==> src/rtl/riscv_mem_arbiter_if.sv <==
// Bundle of the core-side (IF and D ports) and memory-side signals shared
// by riscv_mem_arbiter.
// Optional build macro used by the arbiter: RISCV_ARB_RR_EN.
// Handshake (both request ports): a requester raises req and holds req, addr
// and data stable until it sees gnt high. gnt is combinational, so a request
// can be accepted in the same cycle it appears. A transfer happens on every
// cycle with req && gnt. Read data returns exactly one cycle after the grant,
// flagged by the port's rvalid.
interface riscv_mem_arbiter_if #(
  parameter int XLEN = 32
);
  // instruction-fetch port
  logic            i_if_req;
  logic [XLEN-1:0] i_if_addr;
  logic            o_if_gnt;
  logic            o_if_rvalid;
  logic [XLEN-1:0] o_if_rdata;
  // load/store port
  logic            i_d_req;
  logic            i_d_wr_en;
  logic [3:0]      i_d_byte_sel;
  logic [XLEN-1:0] i_d_addr;
  logic [XLEN-1:0] i_d_wr_data;
  logic            o_d_gnt;
  logic            o_d_rvalid;
  logic [XLEN-1:0] o_d_rdata;
  // single-port memory
  logic            o_mem_en;
  logic            o_mem_wr_en;
  logic [3:0]      o_mem_byte_sel;
  logic [XLEN-1:0] o_mem_addr;
  logic [XLEN-1:0] o_mem_wr_data;
  logic [XLEN-1:0] i_mem_rd_data;

  // arbiter view
  modport slave (
    input  i_if_req, i_if_addr,
    output o_if_gnt, o_if_rvalid, o_if_rdata,
    input  i_d_req, i_d_wr_en, i_d_byte_sel, i_d_addr, i_d_wr_data,
    output o_d_gnt, o_d_rvalid, o_d_rdata,
    output o_mem_en, o_mem_wr_en, o_mem_byte_sel, o_mem_addr, o_mem_wr_data,
    input  i_mem_rd_data
  );

  // environment view (core + memory)
  modport master (
    output i_if_req, i_if_addr,
    input  o_if_gnt, o_if_rvalid, o_if_rdata,
    output i_d_req, i_d_wr_en, i_d_byte_sel, i_d_addr, i_d_wr_data,
    input  o_d_gnt, o_d_rvalid, o_d_rdata,
    input  o_mem_en, o_mem_wr_en, o_mem_byte_sel, o_mem_addr, o_mem_wr_data,
    output i_mem_rd_data
  );
endinterface

==> src/rtl/riscv_mem_arbiter.sv <==
// riscv_mem_arbiter: shares one single-port unified memory between the
// core's instruction-fetch port and its load/store port. At most one access
// is granted per cycle; read data (1-cycle latency) is steered back to the
// port that issued the read.
// Build macro RISCV_ARB_RR_EN: when defined, conflicts are resolved
// round-robin via last_gnt; when undefined, D has priority and IF wins a
// conflict once it has been denied STARVE_MAX cycles in a row.
// Debug outputs expose starve_cnt, the response-owner state and last_gnt.
module riscv_mem_arbiter #(
  parameter int XLEN       = 32,
  parameter int STARVE_MAX = 3
) (
  input  logic                 i_clk,
  input  logic                 i_rst,
  riscv_mem_arbiter_if.slave   bus,
  output logic [3:0]           o_dbg_starve_cnt,
  output logic [1:0]           o_dbg_rsp_owner,
  output logic                 o_dbg_last_gnt
);

  typedef enum logic [1:0] {
    OWN_NONE = 2'd0,
    OWN_IF   = 2'd1,
    OWN_D    = 2'd2
  } owner_e;

  localparam logic [3:0] STARVE_LIM = 4'(STARVE_MAX);

  owner_e     rsp_owner_q, rsp_owner_d;
  logic [3:0] starve_cnt_q, starve_cnt_d;
  logic       if_gnt, d_gnt;
  logic       conflict, if_wins;

`ifdef RISCV_ARB_RR_EN
  // last_gnt: 1 = IF was granted last, 0 = D was granted last.
  logic       last_gnt_q, last_gnt_d;
`endif

  // Arbitration: grants are combinational so a request can be taken the
  // same cycle it is raised; nothing is granted while reset is asserted.
  always_comb begin
    conflict = bus.i_if_req & bus.i_d_req;
`ifdef RISCV_ARB_RR_EN
    if_wins  = ~last_gnt_q;
`else
    if_wins  = (starve_cnt_q == STARVE_LIM);
`endif
    if_gnt   = 1'b0;
    d_gnt    = 1'b0;
    if (!i_rst) begin
      if (conflict) begin
        if_gnt = if_wins;
        d_gnt  = ~if_wins;
      end else begin
        if_gnt = bus.i_if_req;
        d_gnt  = bus.i_d_req;
      end
    end
  end

  // Memory command driven from the winner; all zero when nobody is granted.
  always_comb begin
    bus.o_mem_en       = 1'b0;
    bus.o_mem_wr_en    = 1'b0;
    bus.o_mem_byte_sel = 4'h0;
    bus.o_mem_addr     = '0;
    bus.o_mem_wr_data  = '0;
    if (if_gnt) begin
      bus.o_mem_en       = 1'b1;
      bus.o_mem_byte_sel = 4'hF;
      bus.o_mem_addr     = bus.i_if_addr;
      bus.o_mem_wr_data  = bus.i_d_wr_data;
    end else if (d_gnt) begin
      bus.o_mem_en       = 1'b1;
      bus.o_mem_wr_en    = bus.i_d_wr_en;
      bus.o_mem_byte_sel = bus.i_d_wr_en ? bus.i_d_byte_sel : 4'hF;
      bus.o_mem_addr     = bus.i_d_addr;
      bus.o_mem_wr_data  = bus.i_d_wr_data;
    end
  end

  // Next-state for the starvation counter, response owner and last_gnt.
  always_comb begin
`ifdef RISCV_ARB_RR_EN
    starve_cnt_d = 4'd0;
    last_gnt_d   = last_gnt_q;
    if (if_gnt) begin
      last_gnt_d = 1'b1;
    end else if (d_gnt) begin
      last_gnt_d = 1'b0;
    end
`else
    starve_cnt_d = 4'd0;
    if (bus.i_if_req && !if_gnt) begin
      starve_cnt_d = (starve_cnt_q >= STARVE_LIM) ? STARVE_LIM
                                                  : starve_cnt_q + 4'd1;
    end
`endif
    rsp_owner_d = OWN_NONE;
    if (if_gnt) begin
      rsp_owner_d = OWN_IF;
    end else if (d_gnt && !bus.i_d_wr_en) begin
      rsp_owner_d = OWN_D;
    end
  end

  // State registers with synchronous reset.
  always_ff @(posedge i_clk) begin
    if (i_rst) begin
      starve_cnt_q <= 4'd0;
      rsp_owner_q  <= OWN_NONE;
`ifdef RISCV_ARB_RR_EN
      last_gnt_q   <= 1'b1;
`endif
    end else begin
      starve_cnt_q <= starve_cnt_d;
      rsp_owner_q  <= rsp_owner_d;
`ifdef RISCV_ARB_RR_EN
      last_gnt_q   <= last_gnt_d;
`endif
    end
  end

  // Response steering. rvalid is masked while reset is high so a read
  // granted the cycle before reset rises never reports data.
  always_comb begin
    bus.o_if_gnt    = if_gnt;
    bus.o_d_gnt     = d_gnt;
    bus.o_if_rvalid = (rsp_owner_q == OWN_IF) & ~i_rst;
    bus.o_d_rvalid  = (rsp_owner_q == OWN_D) & ~i_rst;
    bus.o_if_rdata  = bus.o_if_rvalid ? bus.i_mem_rd_data : '0;
    bus.o_d_rdata   = bus.o_d_rvalid ? bus.i_mem_rd_data : '0;
  end

  // Debug visibility of internal state.
  always_comb begin
    o_dbg_starve_cnt = starve_cnt_q;
    o_dbg_rsp_owner  = rsp_owner_q;
`ifdef RISCV_ARB_RR_EN
    o_dbg_last_gnt   = last_gnt_q;
`else
    o_dbg_last_gnt   = 1'b0;
`endif
  end

`ifndef SYNTHESIS
  // Structural invariants of the arbiter.
  a_one_hot_gnt : assert property (@(posedge i_clk) !(bus.o_if_gnt && bus.o_d_gnt));
  a_en_matches  : assert property (@(posedge i_clk) bus.o_mem_en == (bus.o_if_gnt | bus.o_d_gnt));
  a_cnt_bound   : assert property (@(posedge i_clk) starve_cnt_q <= STARVE_LIM);
  a_rst_quiet   : assert property (@(posedge i_clk) i_rst |-> !bus.o_mem_en);
`endif

endmodule

==> src/flat_wrapper.sv <==
// flat-port wrapper written by rule: the top's interface ports become plain ports
module riscv_mem_arbiter_flat 
#(
  parameter int XLEN       = 32,
  parameter int STARVE_MAX = 3
)
  (i_clk, i_rst, o_dbg_starve_cnt, o_dbg_rsp_owner, o_dbg_last_gnt, bus_i_if_req, bus_i_if_addr, bus_o_if_gnt, bus_o_if_rvalid, bus_o_if_rdata, bus_i_d_req, bus_i_d_wr_en, bus_i_d_byte_sel, bus_i_d_addr, bus_i_d_wr_data, bus_o_d_gnt, bus_o_d_rvalid, bus_o_d_rdata, bus_o_mem_en, bus_o_mem_wr_en, bus_o_mem_byte_sel, bus_o_mem_addr, bus_o_mem_wr_data, bus_i_mem_rd_data);
  riscv_mem_arbiter_if #(.XLEN(XLEN)) bus_i ();
  input  logic i_clk;
  input  logic i_rst;
  output logic [3:0] o_dbg_starve_cnt;
  output logic [1:0] o_dbg_rsp_owner;
  output logic o_dbg_last_gnt;
  input wire logic [$bits(bus_i.i_if_req)-1:0] bus_i_if_req;
  input wire logic [$bits(bus_i.i_if_addr)-1:0] bus_i_if_addr;
  output wire logic [$bits(bus_i.o_if_gnt)-1:0] bus_o_if_gnt;
  output wire logic [$bits(bus_i.o_if_rvalid)-1:0] bus_o_if_rvalid;
  output wire logic [$bits(bus_i.o_if_rdata)-1:0] bus_o_if_rdata;
  input wire logic [$bits(bus_i.i_d_req)-1:0] bus_i_d_req;
  input wire logic [$bits(bus_i.i_d_wr_en)-1:0] bus_i_d_wr_en;
  input wire logic [$bits(bus_i.i_d_byte_sel)-1:0] bus_i_d_byte_sel;
  input wire logic [$bits(bus_i.i_d_addr)-1:0] bus_i_d_addr;
  input wire logic [$bits(bus_i.i_d_wr_data)-1:0] bus_i_d_wr_data;
  output wire logic [$bits(bus_i.o_d_gnt)-1:0] bus_o_d_gnt;
  output wire logic [$bits(bus_i.o_d_rvalid)-1:0] bus_o_d_rvalid;
  output wire logic [$bits(bus_i.o_d_rdata)-1:0] bus_o_d_rdata;
  output wire logic [$bits(bus_i.o_mem_en)-1:0] bus_o_mem_en;
  output wire logic [$bits(bus_i.o_mem_wr_en)-1:0] bus_o_mem_wr_en;
  output wire logic [$bits(bus_i.o_mem_byte_sel)-1:0] bus_o_mem_byte_sel;
  output wire logic [$bits(bus_i.o_mem_addr)-1:0] bus_o_mem_addr;
  output wire logic [$bits(bus_i.o_mem_wr_data)-1:0] bus_o_mem_wr_data;
  input wire logic [$bits(bus_i.i_mem_rd_data)-1:0] bus_i_mem_rd_data;
  assign bus_i.i_if_req = bus_i_if_req;
  assign bus_i.i_if_addr = bus_i_if_addr;
  assign bus_o_if_gnt = bus_i.o_if_gnt;
  assign bus_o_if_rvalid = bus_i.o_if_rvalid;
  assign bus_o_if_rdata = bus_i.o_if_rdata;
  assign bus_i.i_d_req = bus_i_d_req;
  assign bus_i.i_d_wr_en = bus_i_d_wr_en;
  assign bus_i.i_d_byte_sel = bus_i_d_byte_sel;
  assign bus_i.i_d_addr = bus_i_d_addr;
  assign bus_i.i_d_wr_data = bus_i_d_wr_data;
  assign bus_o_d_gnt = bus_i.o_d_gnt;
  assign bus_o_d_rvalid = bus_i.o_d_rvalid;
  assign bus_o_d_rdata = bus_i.o_d_rdata;
  assign bus_o_mem_en = bus_i.o_mem_en;
  assign bus_o_mem_wr_en = bus_i.o_mem_wr_en;
  assign bus_o_mem_byte_sel = bus_i.o_mem_byte_sel;
  assign bus_o_mem_addr = bus_i.o_mem_addr;
  assign bus_o_mem_wr_data = bus_i.o_mem_wr_data;
  assign bus_i.i_mem_rd_data = bus_i_mem_rd_data;
  riscv_mem_arbiter #(.XLEN(XLEN), .STARVE_MAX(STARVE_MAX)) u_core (.i_clk(i_clk), .i_rst(i_rst), .bus(bus_i), .o_dbg_starve_cnt(o_dbg_starve_cnt), .o_dbg_rsp_owner(o_dbg_rsp_owner), .o_dbg_last_gnt(o_dbg_last_gnt));
endmodule
==> config.mk <==
export PLATFORM = sky130hd
export DESIGN_NAME = riscv_mem_arbiter_flat
export DESIGN_NICKNAME = d
export VERILOG_FILES = /design/src/rtl/riscv_mem_arbiter_if.sv /design/src/rtl/riscv_mem_arbiter.sv /design/src/flat_wrapper.sv
export SDC_FILE = /design/constraint.sdc
export NUM_CORES = 1
export LEC_CHECK = 0
export ABC_AREA = 1
export ABC_CLOCK_PERIOD_IN_PS = 2050
export BUFFER_PORTS_ARGS = -buffer_cell sky130_fd_sc_hd__buf_2
export CORE_AREA = 5 5 106 108
export CTS_CLUSTER_SIZE = 8
export DETAILED_ROUTE_END_ITERATION = 8
export DIE_AREA = 0 0 111 113
export MAX_ROUTING_LAYER = met4
export PLACE_DENSITY = 0.51
export SLEW_MARGIN = 20
export SYNTH_ARGS = -nofsm -noshare
export SYNTH_HDL_FRONTEND = slang
export SYNTH_SLANG_ARGS = --single-unit
==> constraint.sdc <==
create_clock -name i_clk -period 2.05 [get_ports i_clk]
set_input_delay 0.41 -clock i_clk [delete_from_list [all_inputs] [get_ports i_clk]]
set_output_delay 0.41 -clock i_clk [all_outputs]
set_load 0.02 [all_outputs]
==> results.md <==
- On the final layout, the worst hold slack is 372 ps.
- The element type at the critical path end is an output port.
- The worst pin sits at a relative slew slack of 0.655.
- The routability congestion estimate is 0.921.
- The number of buffers inserted by hold repair at cts is 0.
- The mean post-synth cell area is 4.47 um2.
- The count of state elements after synthesis is 6.
- In the routed design, unresolved DRC markers number 0.
- The area inside the core boundary is 10100 um2.
- TritonCTS built the clock tree.
- The overall power of the completed layout is 915 uW.
- The final layout contains 740 nets.
- The flip-flop cell with the highest count after synthesis is sky130_fd_sc_hd__dfxtp_1.
- 0 antenna diodes ended up in the layout.
- The standby leakage power is 2.41 nW.
- The per-cell via count in the routed design is 3.99.
- The portion of the clock cycle consumed by the worst path in the final layout is 0.965.
- Of the synthesized area, sequential elements account for 0.0825.
- The total via count after detailed routing is 2935.
- At the pin with the least slew margin, the transition time is 517 ps.
- The die area is 12500 um2.
- The number of antenna violations at the first check in global routing was 0.
- The number of placement rows is 37.
- The remaining global-route overflow is 0.
- The max-capacitance violation count is 0.
- Of the post-synthesis cell area, the dominant cell type holds 0.273.
- The number of top-level pins is 282.
- IR analysis of the VDD net gives a maximum drop of 116 uV.
- The antenna violation net count after detailed routing is 0.
- The worst register-to-register path has a depth of 7.
- For this design, the sink count on the clock tree is 6.
- Yosys instantiated no cell more often than sky130_fd_sc_hd__nor2_1.
- The count of TritonRoute iterations in the first routing pass is 5.
- After legalization and detailed placement, the total HPWL measured 7440 um.
- The routed wire length is 9270 um.
- The clock-pin slew on the worst setup and hold paths is 40 ps.
- The final setup violation count is 0.
- The die is 111 um wide.
- The flow ran to the end, and the final reports show no timing, DRC or antenna violations.
- The clock tree root driver cell is sky130_fd_sc_hd__clkbuf_8.
- After synthesis the cells add up to 1460 um2.
- Static timing analysis puts the maximum clock frequency at 506 MHz.
- The initial cell density of the core is 0.144.
- The data required time at the worst endpoint is 1640 ps.
- Of the cells placed in the final design, the portion with a size suffix greater than 1 is 0.517.
- At the worst endpoint, the arrival time is 1570 ps.
- Sorting the synthesized cells by how often they occur yields 106 x sky130_fd_sc_hd__nor2_1, 75 x sky130_fd_sc_hd__inv_1, 65 x sky130_fd_sc_hd__nand3_1.
- The highest fanout seen on the critical path is 8.
- The share of synthesized registers carrying an async set or reset is 0.
- The critical path is of the flop to output port type.
- The cell type with the highest aggregate area in the netlist is sky130_fd_sc_hd__nor2_1.
- In this run, synthesis inferred 0 flip-flops with an integrated enable.
- The clock latency of the later-clocked register in the worst-skew pair is 220 ps.
- The clock passes through at most 2 buffers.
- The number of fill cells is 1161.
- In the final layout, the multi-input gates occupy 988 um2.
- Yosys attributes the largest share of cell area to sky130_fd_sc_hd__nor2_1 27%, sky130_fd_sc_hd__nand3_1 22%, sky130_fd_sc_hd__inv_1 19%, sky130_fd_sc_hd__nand2_1 9.5%, sky130_fd_sc_hd__dfxtp_1 8.2%.
- During placement, the flow inserted port buffers numbering 280.
- The total power divided by cell area is 280 nW/um2.
- The die is 113 um tall.
- The number of DRC markers in iteration 0 is 170.
- The final worst clock skew is 2.97 ps.
- The number of buffers added by the clock tree synthesis step is 3.
- The area growth from synthesis to layout is 125%.
- The average wire per standard cell is 12.6 um.
- The shortest clock period the worst path allows after layout is 1980 ps.
- The worst hold path was traced through 2 stages.
- The max-slew violation total from the final report is 0.
- The hold violation total from the final report is 0.
- The storage element area is 125 um2.
- The synthesis warning total is 0.
- The startpoint type of the worst setup path is a flop.
- The number of global-route vias before repair is 2728.
- Setup repair after global routing could not meet its margin everywhere.
- CTS built an H-tree with a depth of 1.
- In this run the worst hold path is classified as input port to flop.
- Yosys mapped the design onto 16 distinct sky130hd cell types.
- The global-route wire length before repair is 13100 um.
- The largest net degree at the start of global routing is 35.
- In the synthesized netlist, the number of instances is 326.
- For this run, the total global-route usage over all layers was measured as 0.127.
-- cell usage in the layout (no fill, tap or decap), drive strengths merged --
master,synthesis,layout
clkbuf,12,5
nor3,3,3
nand2,39,39
inv,77,77
dfxtp,6,6
ha,1,1
conb,1,3
nand3,65,65
o21ai,5,5
buf,10,289
nor2,107,107
-- report_power, final --
group | internal [mW] | leakage (nW) | switching (mW)
Sequential | 0.122 | 0.0508 | 0.00404
Clock | 0.126 | 0.0216 | 0.0507
Combinational | 0.257 | 2.34 | 0.355
Total | 0.505 | 2.41 | 0.410
-- stage by stage --
stage	setup WS (ps)	utilization	setup TNS, ps	cells	cell area, um2
6_report	72.4	0.323	0	736	3270
5_1_grt	-46.3	0.323	-878	736	3270
4_1_cts	5.55	0.304	0	731	3080
3_5_place_dp	180	0.300	0	728	3040
3_3_place_gp	171	0.300	0	728	3040
2_1_floorplan	182	-	0	328	1460
-- cell families (layout without fill, tap and decap cells) --
| logic type | Yosys count | count (layout) | share of synthesized area |
|---|---|---|---|
| compound gates | 5 | 5 | 0.0172 |
| fa+ha+maj | 1 | 1 | 0.00859 |
| simple gates | 214 | 214 | 0.619 |
| flops | 6 | 6 | 0.0825 |
| buf+inv | 99 | 371 | 0.271 |
| other cells | 1 | 3 | 0.00257 |
-- state kept, by name, summed over array words and instances, names as in the netlist --
register,count
u_core.o_dbg_starve_cnt,4
u_core.o_dbg_rsp_owner,2
-- per-layer routing --
| metal | global-route usage | wire length [um] | vias up |
|---|---|---|---|
| met5 | - | 0 | - |
| met4 | 0.0164 | 70 | 0 |
| met3 | 0.0305 | 920 | 6 |
| met2 | 0.247 | 5020 | 166 |
| met1 | 0.132 | 3260 | 1265 |
| li1 | - | - | 1498 |
-- critical path, stage by stage (launching register included) --
cell and delay (ps):
sky130_fd_sc_hd__dfxtp_4 360, sky130_fd_sc_hd__ha_4 130, sky130_fd_sc_hd__inv_2 40, sky130_fd_sc_hd__nor2_2 90, sky130_fd_sc_hd__nand2_2 110, sky130_fd_sc_hd__nand2_4 160
sky130_fd_sc_hd__clkbuf_16 180, sky130_fd_sc_hd__nand3_1 70, sky130_fd_sc_hd__nand2_1 70, sky130_fd_sc_hd__buf_4 130
-- final cells by class --
| class | instances | share of cell area |
|---|---|---|
| timing repair buffer | 291 | 0.507 |
| inverter | 77 | 0.0883 |
| multi-input combinational | 223 | 0.302 |
| sequential | 6 | 0.0382 |
| clock buffer | 3 | 0.0126 |
| tap | 136 | 0.0520 |
-- timing repair --
action                     4_1_cts  5_1_grt
setup endpoints to repair        0       39
buffers inserted                 0        2
gates resized for setup          0       40
-- path summary, 6_finish.rpt --
path                              startpoint                    endpoint  slack (ps)
setup reg to reg  u_core.o_dbg_starve_cnt[0]  u_core.o_dbg_starve_cnt[0]         840
setup / recovery  u_core.o_dbg_starve_cnt[0]          bus_o_mem_addr[20]          70
hold reg to reg   u_core.o_dbg_starve_cnt[0]  u_core.o_dbg_starve_cnt[0]         610
hold / removal                 bus_i_d_wr_en   u_core.o_dbg_rsp_owner[1]         370
(Power assumes the default switching activity.)
